File: src/rtl/seq_normalizer32_pkg.sv
// ---------------------------------------------------------------------------
// seq_normalizer32_pkg
//   Shared definitions for the multi-cycle 32-bit normalizer:
//   - data/count widths
//   - FSM state encodings (IDLE / RUN / FIN)
//   - the binary-search step table (16, 8, 4, 2, 1)
// ---------------------------------------------------------------------------
package seq_normalizer32_pkg;

  localparam int NORM_WIDTH = 32;
  localparam int NORM_CNT_W = 6;

  typedef logic [NORM_WIDTH-1:0] word_t;
  typedef logic [NORM_CNT_W-1:0] count_t;

  // FSM state encodings
  localparam logic [1:0] ST_IDLE = 2'd0;
  localparam logic [1:0] ST_RUN  = 2'd1;
  localparam logic [1:0] ST_FIN  = 2'd2;

  // Step index of the final (k = 1) step; the FSM leaves RUN on this step.
  localparam logic [2:0] STEP_LAST = 3'd4;

  // Count reported for an all-zero operand.
  localparam count_t CNT_ZERO_OPERAND = 6'd32;

  // Step table: index 0..4 selects shift amount 16, 8, 4, 2, 1.
  function automatic count_t step_amount(input logic [2:0] step);
    case (step)
      3'd0:    step_amount = 6'd16;
      3'd1:    step_amount = 6'd8;
      3'd2:    step_amount = 6'd4;
      3'd3:    step_amount = 6'd2;
      default: step_amount = 6'd1;
    endcase
  endfunction

endpackage

File: src/rtl/seq_normalizer32_norm_step.sv
// ---------------------------------------------------------------------------
// seq_normalizer32_norm_step
//   One combinational normalization stage. Tests whether the k bits at the
//   outgoing end of the word are all zero and, if so, shifts them out.
//
//   Ports:
//     w_in   [31:0] in   current working word
//     k_sel  [2:0]  in   step index (0..4 -> k = 16, 8, 4, 2, 1)
//     dir           in   0 = shift left (leading zeros), 1 = shift right
//     w_out  [31:0] out  w_in shifted by k when take, else w_in
//     take          out  the k tested bits were all zero
//     inc    [5:0]  out  k, the count increment applied when take is set
// ---------------------------------------------------------------------------
module seq_normalizer32_norm_step
  import seq_normalizer32_pkg::*;
(
  input  word_t       w_in,
  input  logic [2:0]  k_sel,
  input  logic        dir,
  output word_t       w_out,
  output logic        take,
  output count_t      inc
);

  localparam word_t ALL_ONES = {NORM_WIDTH{1'b1}};

  count_t k;
  word_t  test_mask;

  always_comb begin
    k = step_amount(k_sel);
    // Left mode tests the top k bits, right mode the bottom k bits.
    if (dir) begin
      test_mask = ~(ALL_ONES << k);
    end else begin
      test_mask = ~(ALL_ONES >> k);
    end
    take = ((w_in & test_mask) == '0);
    if (!take) begin
      w_out = w_in;
    end else if (dir) begin
      w_out = w_in >> k;
    end else begin
      w_out = w_in << k;
    end
    inc = k;
  end

endmodule

File: src/rtl/seq_normalizer32.sv
// ---------------------------------------------------------------------------
// seq_normalizer32
//   Multi-cycle 32-bit normalizer. Shifts the operand until bit 31 (left
//   mode) or bit 0 (right mode) is set and reports the shift count, using a
//   five-step binary search (16, 8, 4, 2, 1). Latency is fixed: DONE pulses
//   five clock edges after the edge that accepts START.
//
//   Parameters:
//     WIDTH  data width (only 32 supported)
//     CNT_W  count width (must hold 32)
//
//   Ports:
//     CLK          in   clock, rising edge
//     RST          in   synchronous reset, active-high
//     START        in   request, sampled when not busy (IDLE or FIN)
//     DIR          in   0 = leading zeros, 1 = trailing zeros
//     D     [31:0] in   operand
//     Y     [31:0] out  normalized result (valid from DONE to next START)
//     CNT   [5:0]  out  shift count 0..32
//     ZERO         out  operand was zero
//     BUSY         out  operation in progress (RUN)
//     DONE         out  one-cycle completion pulse (FIN)
// ---------------------------------------------------------------------------
module seq_normalizer32
  import seq_normalizer32_pkg::*;
#(
  parameter int WIDTH = NORM_WIDTH,
  parameter int CNT_W = NORM_CNT_W
) (
  input  logic             CLK,
  input  logic             RST,
  input  logic             START,
  input  logic             DIR,
  input  logic [WIDTH-1:0] D,
  output logic [WIDTH-1:0] Y,
  output logic [CNT_W-1:0] CNT,
  output logic             ZERO,
  output logic             BUSY,
  output logic             DONE
);

  logic [1:0] state_q, state_d;
  word_t      w_q,     w_d;
  logic       dir_q,   dir_d;
  count_t     cnt_q,   cnt_d;
  logic       zero_q,  zero_d;
  logic [2:0] step_q,  step_d;

  word_t      step_w;
  logic       step_take;
  count_t     step_inc;

  // A single stage, reused on each RUN cycle with the step counter as k.
  seq_normalizer32_norm_step u_step (
    .w_in  (w_q),
    .k_sel (step_q),
    .dir   (dir_q),
    .w_out (step_w),
    .take  (step_take),
    .inc   (step_inc)
  );

  always_comb begin
    state_d = state_q;
    w_d     = w_q;
    dir_d   = dir_q;
    cnt_d   = cnt_q;
    zero_d  = zero_q;
    step_d  = step_q;

    case (state_q)
      ST_IDLE, ST_FIN: begin
        if (START) begin
          w_d     = D;
          dir_d   = DIR;
          cnt_d   = '0;
          zero_d  = (D == '0);
          step_d  = '0;
          state_d = ST_RUN;
        end else begin
          state_d = ST_IDLE;
        end
      end

      ST_RUN: begin
        if (step_take) begin
          w_d   = step_w;
          cnt_d = cnt_q + step_inc;
        end
        step_d = step_q + 3'd1;
        if (step_q == STEP_LAST) begin
          state_d = ST_FIN;
          // A zero operand takes every step and would sum to 31; report 32.
          if (zero_q) begin
            cnt_d = CNT_ZERO_OPERAND;
          end
        end
      end

      default: begin
        state_d = ST_IDLE;
      end
    endcase
  end

  always_ff @(posedge CLK) begin
    if (RST) begin
      state_q <= ST_IDLE;
      w_q     <= '0;
      dir_q   <= 1'b0;
      cnt_q   <= '0;
      zero_q  <= 1'b0;
      step_q  <= '0;
    end else begin
      state_q <= state_d;
      w_q     <= w_d;
      dir_q   <= dir_d;
      cnt_q   <= cnt_d;
      zero_q  <= zero_d;
      step_q  <= step_d;
    end
  end

  assign Y    = w_q;
  assign CNT  = cnt_q;
  assign ZERO = zero_q;
  assign BUSY = (state_q == ST_RUN);
  assign DONE = (state_q == ST_FIN);

endmodule

File: config.mk
export PLATFORM = sky130hd
export DESIGN_NAME = seq_normalizer32
export DESIGN_NICKNAME = d
export VERILOG_FILES = /design/src/rtl/seq_normalizer32_pkg.sv /design/src/rtl/seq_normalizer32_norm_step.sv /design/src/rtl/seq_normalizer32.sv
export SDC_FILE = /design/constraint.sdc
export NUM_CORES = 1
export LEC_CHECK = 0
export ABC_AREA = 0
export ABC_CLOCK_PERIOD_IN_PS = 5300
export CAP_MARGIN = 5
export CORE_ASPECT_RATIO = 1.1
export CORE_MARGIN = 4
export CORE_UTILIZATION = 61
export CTS_CLUSTER_SIZE = 24
export DETAILED_ROUTE_END_ITERATION = 7
export PLACE_DENSITY = 0.88
export SLEW_MARGIN = 20
export SYNTH_ARGS = -nofsm -noshare
export SYNTH_HDL_FRONTEND = slang
export SYNTH_HIERARCHICAL = 1
export SYNTH_SLANG_ARGS = --single-unit
File: constraint.sdc
create_clock -name CLK -period 5.3 [get_ports CLK]
set_input_delay 1.06 -clock CLK [delete_from_list [all_inputs] [get_ports CLK]]
set_output_delay 1.06 -clock CLK [all_outputs]
set_load 0.02 [all_outputs]
### Word-level counts from Yosys, hierarchy flattened

Cells that the tools add are included.

| word-level totals | value |
|---|---|
| logic and storage cells | 49 |
| register bits | 45 |
| input port bits | 36 |

| cells by class | value |
|---|---|
| shift-type cells | 4 |
| reduce and logical (&&, ||, !) cells | 9 |
| eq/ne operators | 9 |
| bitwise gates (word level) | 3 |
| muxes and demuxes | 16 |
| $add $sub $neg | 2 |

Operators by type and width:

| operator | count |
|---|---|
| $mux W32 | 4 |
| $logic_not A32 Y1 | 2 |
| $not A32 Y32 | 2 |
| $pmux W32 S2 | 1 |
| $and A32 B32 Y32 | 1 |
| $shl A32 B5 Y32 | 1 |
| $shl A32 B5 Y32 const A | 1 |
| $shr A32 B5 Y32 | 1 |
| $shr A32 B5 Y32 const A | 1 |
| $mux W6 | 4 |
| $pmux W5 S4 | 1 |
| $pmux W6 S2 | 1 |
| $add A6 B6 Y6 | 1 |
| $eq A3 B2 Y1 const B | 2 |
| $pmux W3 S2 | 1 |
| $ne A2 B1 Y1 const B | 2 |
| $pmux W2 S2 | 1 |
| $reduce_and A2 Y1 | 2 |
| $add A3 B1 Y3 const B | 1 |
| $eq A3 B1 Y1 const B | 1 |
| $eq A3 B3 Y1 const B | 1 |
| $logic_not A3 Y1 | 1 |
| $mux W3 | 1 |
| $reduce_and A3 Y1 | 1 |
| 8 further kinds | 8 |

### Depth between registers and ports, before layout

Gate-level depths: netlist (run 1).

| logic depth | value |
|---|---|
| depth in word-level cells | 11 |
| gate-level depth with buffers | 13 |
| gate-level depth less buffers | 8 |

### Hierarchy

Netlist (run 1), hierarchy kept.

Modules (own cells, without submodules):

| module | cells each | seq. area each (um^2) | times used | area each (um^2) |
|---|---|---|---|---|
| seq_normalizer32_norm_step | 409 | 0.0 | 1 | 2,884.0 |
| seq_normalizer32 | 234 | 900.9 | 1 | 2,438.6 |

### Least setup slack after synthesis (run 1)

Ideal clock, no wire load.

| timing | value |
|---|---|
| path kind | register to register |
| from | register w_q[6] (netlist: Y[6]) |
| to | register w_q[26] (netlist: Y[26]) |
| cell stages (with the launch flop) | 13 |
| setup slack | 2.941 ns |
| clock period less this slack | 2.359 ns |
| required time | 5.220 ns |
| arrival | 2.279 ns |
| cells stage by stage | dfxtp_1 > buf_2 > nor4_1 > o211ai_1 > a211oi_2 > o21a_1 > buf_6 > buf_2 > a21o_1 > buf_6 > buf_6 > nor2_1 > a211oi_2 |

| between the ends | value |
|---|---|
| word-level cells in the longest chain between the ends | 4 |
| elaborated cells between the ends (all ways) | 9 |

RTL lines:

| element | RTL line | RTL |
|---|---|---|
| start, declared | seq_normalizer32.sv:43 | `word_t w_q, w_d;` |
| start signal, assigned | seq_normalizer32.sv:116 | `w_q <= w_d;` |
| $and A32 B32 Y32 | seq_normalizer32_norm_step.sv:38 | `take = ((w_in & test_mask) == '0);` |
| $logic_not A32 Y1 | seq_normalizer32_norm_step.sv:38 |  |
| named net step_take | seq_normalizer32.sv:50 | `logic step_take;` |
| $ne A2 B1 Y1 (no line) | -- |  |
| $reduce_and A3 Y1 (no line) | -- |  |

The timed path passes the listed nets, and every way through them passes these cells. The select of a mux whose other input is x is not followed.
A chain may end at the register's enable or synchronous reset.

### Final worst setup path (run 1)

| timing | value |
|---|---|
| from | register step_q[2] |
| to | register w_q[6] (netlist: Y[6]) |

| between the ends | value |
|---|---|
| word-level cells in the longest chain between the ends | 9 |
| elaborated cells between the ends (all ways) | 19 |

RTL lines:

| element | RTL line | RTL |
|---|---|---|
| start, declared | seq_normalizer32.sv:47 | `logic [2:0] step_q, step_d;` |
| start signal, assigned | seq_normalizer32.sv:120 | `step_q <= step_d;` |
| $eq A3 B2 Y1 (tied with other cells) | seq_normalizer32_pkg.sv:29 | `case (step)` |
| $pmux W5 S4 * | seq_normalizer32_pkg.sv:29 |  |
| $shr A32 B5 Y32 or $shl A32 B5 Y32 (tied branches) | seq_normalizer32_norm_step.sv:36, seq_normalizer32_norm_step.sv:34 |  |
| $not A32 Y32 (on tied branches) | seq_normalizer32_norm_step.sv:36, seq_normalizer32_norm_step.sv:34 |  |
| $mux W32 * | seq_normalizer32_norm_step.sv:33 | `if (dir) begin` |
| $and A32 B32 Y32 * | seq_normalizer32_norm_step.sv:38 |  |
| $logic_not A32 Y1 * | seq_normalizer32_norm_step.sv:38 |  |
| named net step_take | seq_normalizer32.sv:50 |  |
| $ne A2 B1 Y1 (no line) * | -- |  |
| $reduce_and A3 Y1 (no line) * | -- |  |

The timed path passes the listed nets; every way through them passes the cells marked *. The select of a mux whose other input is x is not followed.

==> impl_metrics.py, run 1 <==
metrics = {
    "hold_path": {
        "hp-class": "flop to flop",
    },
    "setup_path": {
        "reg2reg_setup_slack_ns": 1.93,
        "cp_cell_sequence": "buf_4 > or2_0 > o211a_1 > o21a_1 > buf_4 > mux2_4 > mux2i_1 > a211oi_2",
        "critPathLaunchType": "flop",
        "rr_startpoint": "step_q[2]$_SDFFE_PP0P_",
        "cp.arrival_ns": 3.51,
        "reg2reg_to": "Y[6]$_SDFFE_PP0P_",
        "critPathRequiredTime_ns": 5.44,
        "crit_end": "Y[6]$_SDFFE_PP0P_",
        "max_stage_delay_ns": 0.78,
        "reg2regPathDepth": 8,
        "endpoint_kind": "flop",
        "crit_family": "buffers and inverters",
        "crit_cells": 8,
        "worstSetupPathType": "flop to flop",
        "crit_path_frequent_cell": "buf_4",
        "crit_start": "step_q[2]$_SDFFE_PP0P_",
        "path_max_fanout": 35,
        "crit_slowest_cell": "dfxtp_2",
        "crit_buf_inv": 2,
    },
    "placement": {
        "globalplace.congestion": 1.032,
        "dp_hpwl_um": 13010,
        "port_buffers": 76,
        "dp_slack_ns": 2.024,
    },
    "timing": {
        "rsz0062_at_grt": "false",
        "hold_viol_final": 0,
        "fmax_mhz": 296.7,
        "worst_pin_slew_ns": 1.093,
        "fin_crit_ns": 3.370,
        "slew_viol_final": 0,
        "fin_ws_ns": 1.930,
        "relSlewSlack_pct": 27.12,
        "setup_viol": 0,
        "setup_tns_ns": 0,
        "fin_worst_skew_ns": 0.005514,
        "finalCritPeriodShare_pct": 63.59,
    },
    "synthesis": {
        "ys_seq_area_share_pct": 16.93,
        "yosysWarnings": 6,
        "synth.mux.area_fraction_pct": 22.40,
        "syn-num-nets": 687,
        "synth_top_family_by_area": "compound AO/OA/AOI/OAI gates",
        "synth-async-reset-ratio_pct": 0,
        "synth_flop_cell": "dfxtp_1",
        "postSynthAreaPerCell_um2": 8.278,
        "netlist_instances": 643,
        "yosys.area_share.xor_xnor_pct": 1.152,
        "yosys.area.top_type": "dfxtp_1",
        "synth_edf_count": 0,
        "synth_compound_area_share_pct": 28.77,
        "synthAdderAreaFrac_pct": 2.022,
        "netlist_area_um2": 5323,
        "ys_top_cells_by_area": "dfxtp_1 17%, mux2i_1 10%, a211oi_2 7.3%, mux4_2 6.3%, nor2_1 4.3%",
        "synth_top_cell_area_share_pct": 16.93,
        "yosys_register_bits": 45,
        "synthTopCellsByCount": "61 x nor2_1, 55 x mux2i_1, 48 x nand2_1",
        "synthDistinctLibCells": 73,
        "synth-simple-area-share_pct": 17.80,
        "yosysMostFrequentCell": "nor2_1",
    },
    "grt": {
        "grt_start_max_net_pins": 52,
        "grtUsageMet1_pct": 46.96,
        "grtUsageMet3_pct": 9.711,
        "grt_busiest_layer": "met2",
        "grt_usage_pct": 36.09,
        "grt_antenna_before_repair": 0,
        "grt_pass1_wl_um": 30040,
        "gr-usage-met2_pct": 56.16,
        "grt_overflow": 0,
        "grt_pass1_vias": 5447,
    },
    "cts": {
        "ctsResizeCount": 0,
        "hold_buffers": 0,
        "htree_levels": 2,
        "root_buffer": "clkbuf_8",
        "clk_latency_ns": 0.30,
        "clock_path_buffers": 2,
        "tritoncts": "built",
        "post_cts_buffers": 0,
        "cts_buffers": 5,
        "clkSinkCount": 45,
        "clk_pin_slew_worst_paths_ns": 0.09,
    },
    "layout": {
        "final_core_util_pct": 69.96,
        "antenna_cells": 0,
        "drive_gt1_share_pct": 14.24,
        "multi_input_area_um2": 3845,
        "nets": 703,
        "area_growth_pct": 11.10,
        "fill_cells": 667,
        "final-seq-area_um2": 907.1,
    },
    "power_and_ir_drop": {
        "ir_drop_v": 0.0001993,
        "leakage_nw": 2.008,
        "power_mw": 1.215,
        "p_per_area_nw_per_um2": 205.6,
    },
    "detailed_routing": {
        "drtIter0Drc": 966,
        "wl_um": 19000,
        "ant_nets": 0,
        "wl_per_cell_um": 24.64,
        "firstDrtPassIters": 8,
        "drc": 1,
        "avgViaCountPerCell": 7.320,
        "vias": 5644,
    },
    "floorplan": {
        "rows": 35,
        "fp.dieH_um": 106.0,
        "io_pins": 77,
        "start_util_pct": 62.98,
        "dieArea_um2": 10290,
        "coreArea_um2": 8452,
        "dieWidth_um": 97.07,
    },
    "outcome": {
        "status": "finished, violations left",
        "violations": "DRC",
    },
    "run": {
        "max-cap-violations": 0,
    },
}
==> worst register-to-register path, delay by kind of cell (launching register included) <==
kind                   cells  cell delay [ns]
flip-flops                 1             0.78
buffers and inverters      2             0.81
AND/OR/NAND/NOR            1             0.48
multiplexers               2             0.57
AO/OA/AOI/OAI              3             0.58
==> routing by layer <==
metal  routed length [um]  share of wire [%]
met1                 7120                 37
met2                 8501                 45
met3                 2479                 13
met4                  895                4.7
met5                    0                  0
==> where the power goes <==
part	switching [mW]	internal [mW]	leakage, nW
clock network	0.128	0.0932	0.0374
logic	0.275	0.242	1.60
registers	0.112	0.365	0.372
total	0.515	0.701	2.01
==> layout make-up <==
cell class              count  share of cell area (%)
clock buffers               6                   1.227
clock inverters             2                  0.2539
inverters                  24                   1.545
multi-input cells         497                   65.02
flip-flops and latches     45                   15.34
well taps                 111                   2.349
repair buffers             86                   14.26
==> per-stage QoR <==
stage	std cells	hold WS, ns	instance area [um^2]
final	771	0.5352	5913
after global routing	771	0.5669	5913
after CTS	771	0.5383	5913
after detailed placement	763	0.5081	5826
after global placement	763	0.4937	5826
after floorplan	643	0.5010	5323
==> cells by family after synthesis <==
| group | Yosys count |
|---|---|
| AO/OA/AOI/OAI | 194 |
| buffers and inverters | 101 |
| multiplexers | 92 |
| adder cells (fa/ha/maj) | 8 |
| AND/OR/NAND/NOR | 195 |
| XOR/XNOR | 7 |
| other | 1 |
| flip-flops | 45 |
==> layout by cell type, fill, tap and decap left out, types with 5 or more instances in the layout <==
master           count
dfxtp_1             42
nor2_1              61
a211oi_2            31
buf_4                9
mux2_2               7
mux4_2              15
o211ai_1            13
nor3_1               9
a22oi_1              6
clkbuf_8             5
clkdlybuf4s50_1     75
a311oi_1             5
nor4_1              16
ha_1                 7
a31oi_1             10
nand2_1             48
mux2_4              15
nor2b_1              7
a211oi_1             5
mux2i_1             55
a22o_1               5
a21oi_1             36
nand3_1             14
o221ai_1            13
o21ai_0             20
a2111oi_0            5
a221oi_1             7
inv_1               22
nand2b_1            17
==> how the worst min path moves through the flow <==
stage                     cells after the start                   to  slack (ns)                start
after CTS                                     1  CNT[4]$_SDFFE_PP0P_        0.54  CNT[4]$_SDFFE_PP0P_
after global placement                        2    ZERO$_SDFFE_PP0P_        0.49    ZERO$_SDFFE_PP0P_
final                                         1  CNT[4]$_SDFFE_PP0P_        0.54  CNT[4]$_SDFFE_PP0P_
after detailed placement                      1  CNT[4]$_SDFFE_PP0P_        0.51  CNT[4]$_SDFFE_PP0P_
after floorplan                               2   dir_q$_SDFFE_PP0P_        0.50   dir_q$_SDFFE_PP0P_
after global routing                          1  CNT[0]$_SDFFE_PP0P_        0.57  CNT[0]$_SDFFE_PP0P_
==> flip-flops by register name, indices dropped and copies added (netlist names) <==
register / flops
CNT: 6
ZERO: 1
state_q: 2
Y: 32
dir_q: 1
step_q: 3
(Power assumes the default switching activity.)
==> run 2, diff against run 1 <==
--- a/config.mk
+++ b/config.mk
@@ -6,14 +6,14 @@
 export NUM_CORES = 1
 export LEC_CHECK = 0
 export ABC_AREA = 0
-export ABC_CLOCK_PERIOD_IN_PS = 5300
+export ABC_CLOCK_PERIOD_IN_PS = 3300
 export CAP_MARGIN = 5
 export CORE_ASPECT_RATIO = 1.1
 export CORE_MARGIN = 4
-export CORE_UTILIZATION = 61
+export CORE_UTILIZATION = 56
 export CTS_CLUSTER_SIZE = 24
 export DETAILED_ROUTE_END_ITERATION = 7
-export PLACE_DENSITY = 0.88
+export PLACE_DENSITY = 0.82
 export SLEW_MARGIN = 20
 export SYNTH_ARGS = -nofsm -noshare
 export SYNTH_HDL_FRONTEND = slang
==> constraint.sdc (replaced) <==
create_clock -name CLK -period 3.3 [get_ports CLK]
set_input_delay 0.66 -clock CLK [delete_from_list [all_inputs] [get_ports CLK]]
set_output_delay 0.66 -clock CLK [all_outputs]
set_load 0.02 [all_outputs]
==> impl_metrics.py, run 2 (same netlist as run 1, synthesis figures left out) <==
metrics = {
    "outcome": {
        "status": "finished, final reports clean",
    },
    "grt": {
        "grtUsageMet3_pct": 10.13,
        "grt_pass1_wl_um": 30480,
        "grt_antenna_before_repair": 0,
        "grt_overflow": 0,
        "grt_pass1_vias": 5477,
        "grt_usage_pct": 35.13,
        "grtUsageMet1_pct": 43.93,
        "grt_busiest_layer": "met2",
        "grt_start_max_net_pins": 43,
        "gr-usage-met2_pct": 56.16,
    },
    "placement": {
        "dp_hpwl_um": 14330,
        "dp_slack_ns": 0.4710,
        "globalplace.congestion": 1.066,
        "dp_cells": 801,
        "port_buffers": 76,
    },
    "floorplan": {
        "fp.dieH_um": 110.3,
        "start_util_pct": 57.20,
        "coreArea_um2": 9305,
        "dieWidth_um": 101.0,
        "io_pins": 77,
        "dieArea_um2": 11130,
        "rows": 37,
    },
    "power_and_ir_drop": {
        "p_per_area_nw_per_um2": 325.4,
        "ir_drop_v": 0.0003073,
        "leakage_nw": 2.175,
    },
    "cts": {
        "clkSinkCount": 45,
        "clock_path_buffers": 2,
        "post_cts_buffers": 0,
        "tritoncts": "built",
        "cts_buffers": 5,
        "ctsResizeCount": 0,
        "clk_latency_ns": 0.31,
        "clk_pin_slew_worst_paths_ns": 0.09,
        "hold_buffers": 0,
        "htree_levels": 2,
        "root_buffer": "clkbuf_8",
    },
    "setup_path": {
        "worstSetupPathType": "flop to flop",
        "crit_cells": 8,
        "endpoint_kind": "flop",
        "crit_buf_inv": 1,
        "path_max_fanout": 31,
        "crit_slowest_cell": "dfxtp_2",
        "cp.arrival_ns": 3.18,
        "critPathLaunchType": "flop",
        "crit_family": "compound AO/OA/AOI/OAI gates",
        "reg2regPathDepth": 8,
        "cp_cell_sequence": "nand2b_1 > buf_4 > o221ai_1 > a31oi_1 > o21ai_0 > mux2_4 > mux2i_1 > a211oi_2",
        "max_stage_delay_ns": 0.74,
        "critPathRequiredTime_ns": 3.53,
    },
    "detailed_routing": {
        "wl_um": 19770,
        "drc": 0,
        "wl_per_cell_um": 24.43,
        "drtIter0Drc": 1089,
        "firstDrtPassIters": 7,
        "avgViaCountPerCell": 7.304,
        "vias": 5909,
        "ant_nets": 0,
    },
    "timing": {
        "setup_tns_ns": 0,
        "fin_crit_ns": 2.951,
        "worst_pin_slew_ns": 1.129,
        "hold_viol_final": 0,
        "relSlewSlack_pct": 24.75,
        "slew_viol_final": 0,
        "fmax_mhz": 338.9,
        "setup_viol": 0,
        "fin_worst_skew_ns": 0.005029,
        "finalCritPeriodShare_pct": 89.42,
        "rsz0062_at_grt": "false",
        "fin_ws_ns": 0.3493,
    },
    "layout": {
        "area_growth_pct": 15.98,
        "final_common_cell": "clkdlybuf4s50_1",
        "drive_gt1_share_pct": 18.21,
        "nets": 735,
        "final_cell_mix": "75 x clkdlybuf4s50_1, 61 x nor2_1, 55 x mux2i_1",
        "antenna_cells": 0,
        "finalNonFillerCells": 809,
        "largest_reg_flops": 32,
    },
    "run": {
        "max-cap-violations": 0,
    },
    "hold_path": {
        "hp-class": "flop to flop",
        "hold_path_depth": 2,
    },
}
-- run 2: changes by cell type in the layout (fill, tap and decap cells not counted), sizes merged --
cell	previous run	this run
buf	11	43
-- run 2: where the power goes --
group | total, mW | leakage, nW | switching (mW) | internal [mW]
clock network | 0.355 | 0.0374 | 0.206 | 0.150
logic | 0.977 | 1.77 | 0.546 | 0.431
registers | 0.677 | 0.372 | 0.0896 | 0.587
total | 2.01 | 2.17 | 0.841 | 1.17
-- run 2: worst paths after layout --
path                           from            endpoint  slack (ns)
max          step_q[1]$_SDFFE_PP0P_  Y[18]$_SDFFE_PP0P_        0.35
min               ZERO$_SDFFE_PP0P_   ZERO$_SDFFE_PP0P_        0.53
max reg2reg  step_q[1]$_SDFFE_PP0P_  Y[18]$_SDFFE_PP0P_        0.35
min reg2reg       ZERO$_SDFFE_PP0P_   ZERO$_SDFFE_PP0P_        0.53
-- run 2: worst reg2reg max path: stages (launching register included) --
cell and delay [ns]:
dfxtp_2 0.74, nand2b_1 0.52, buf_4 0.33, o221ai_1 0.19, a31oi_1 0.07, o21ai_0 0.49, mux2_4 0.26, mux2i_1 0.07
a211oi_2 0.21
-- run 2: metal layers --
| metal | wire [um] | share of wire (%) | vias up |
|---|---|---|---|
| li1 | - | - | 2526 |
| met1 | 7190 | 36 | 2764 |
| met2 | 8820 | 45 | 503 |
| met3 | 2615 | 13 | 116 |
| met4 | 1140 | 5.8 | 0 |
| met5 | 0 | 0 | - |
-- run 2: per-stage QoR --
step	area, um^2	hold slack (ns)	total power [mW]	utilization (%)
detailed placement	6086	0.5095	1.629	65.40
finish	6173	0.5337	2.009	66.34
global placement	6086	0.4934	1.611	65.40
CTS	6173	0.5241	1.978	66.34
global route	6173	0.5398	2.083	66.34
floorplan	5323	0.5010	1.311	-
-- run 2: final cells by class --
type | count | area (um^2)
clock buffers | 6 | 72.57
multi-input cells | 497 | 3845
fillers | 767 | 3132
clock inverters | 2 | 15.01
well taps | 117 | 146.4
flip-flops and latches | 45 | 907.1
repair buffers | 118 | 1096
inverters | 24 | 91.34
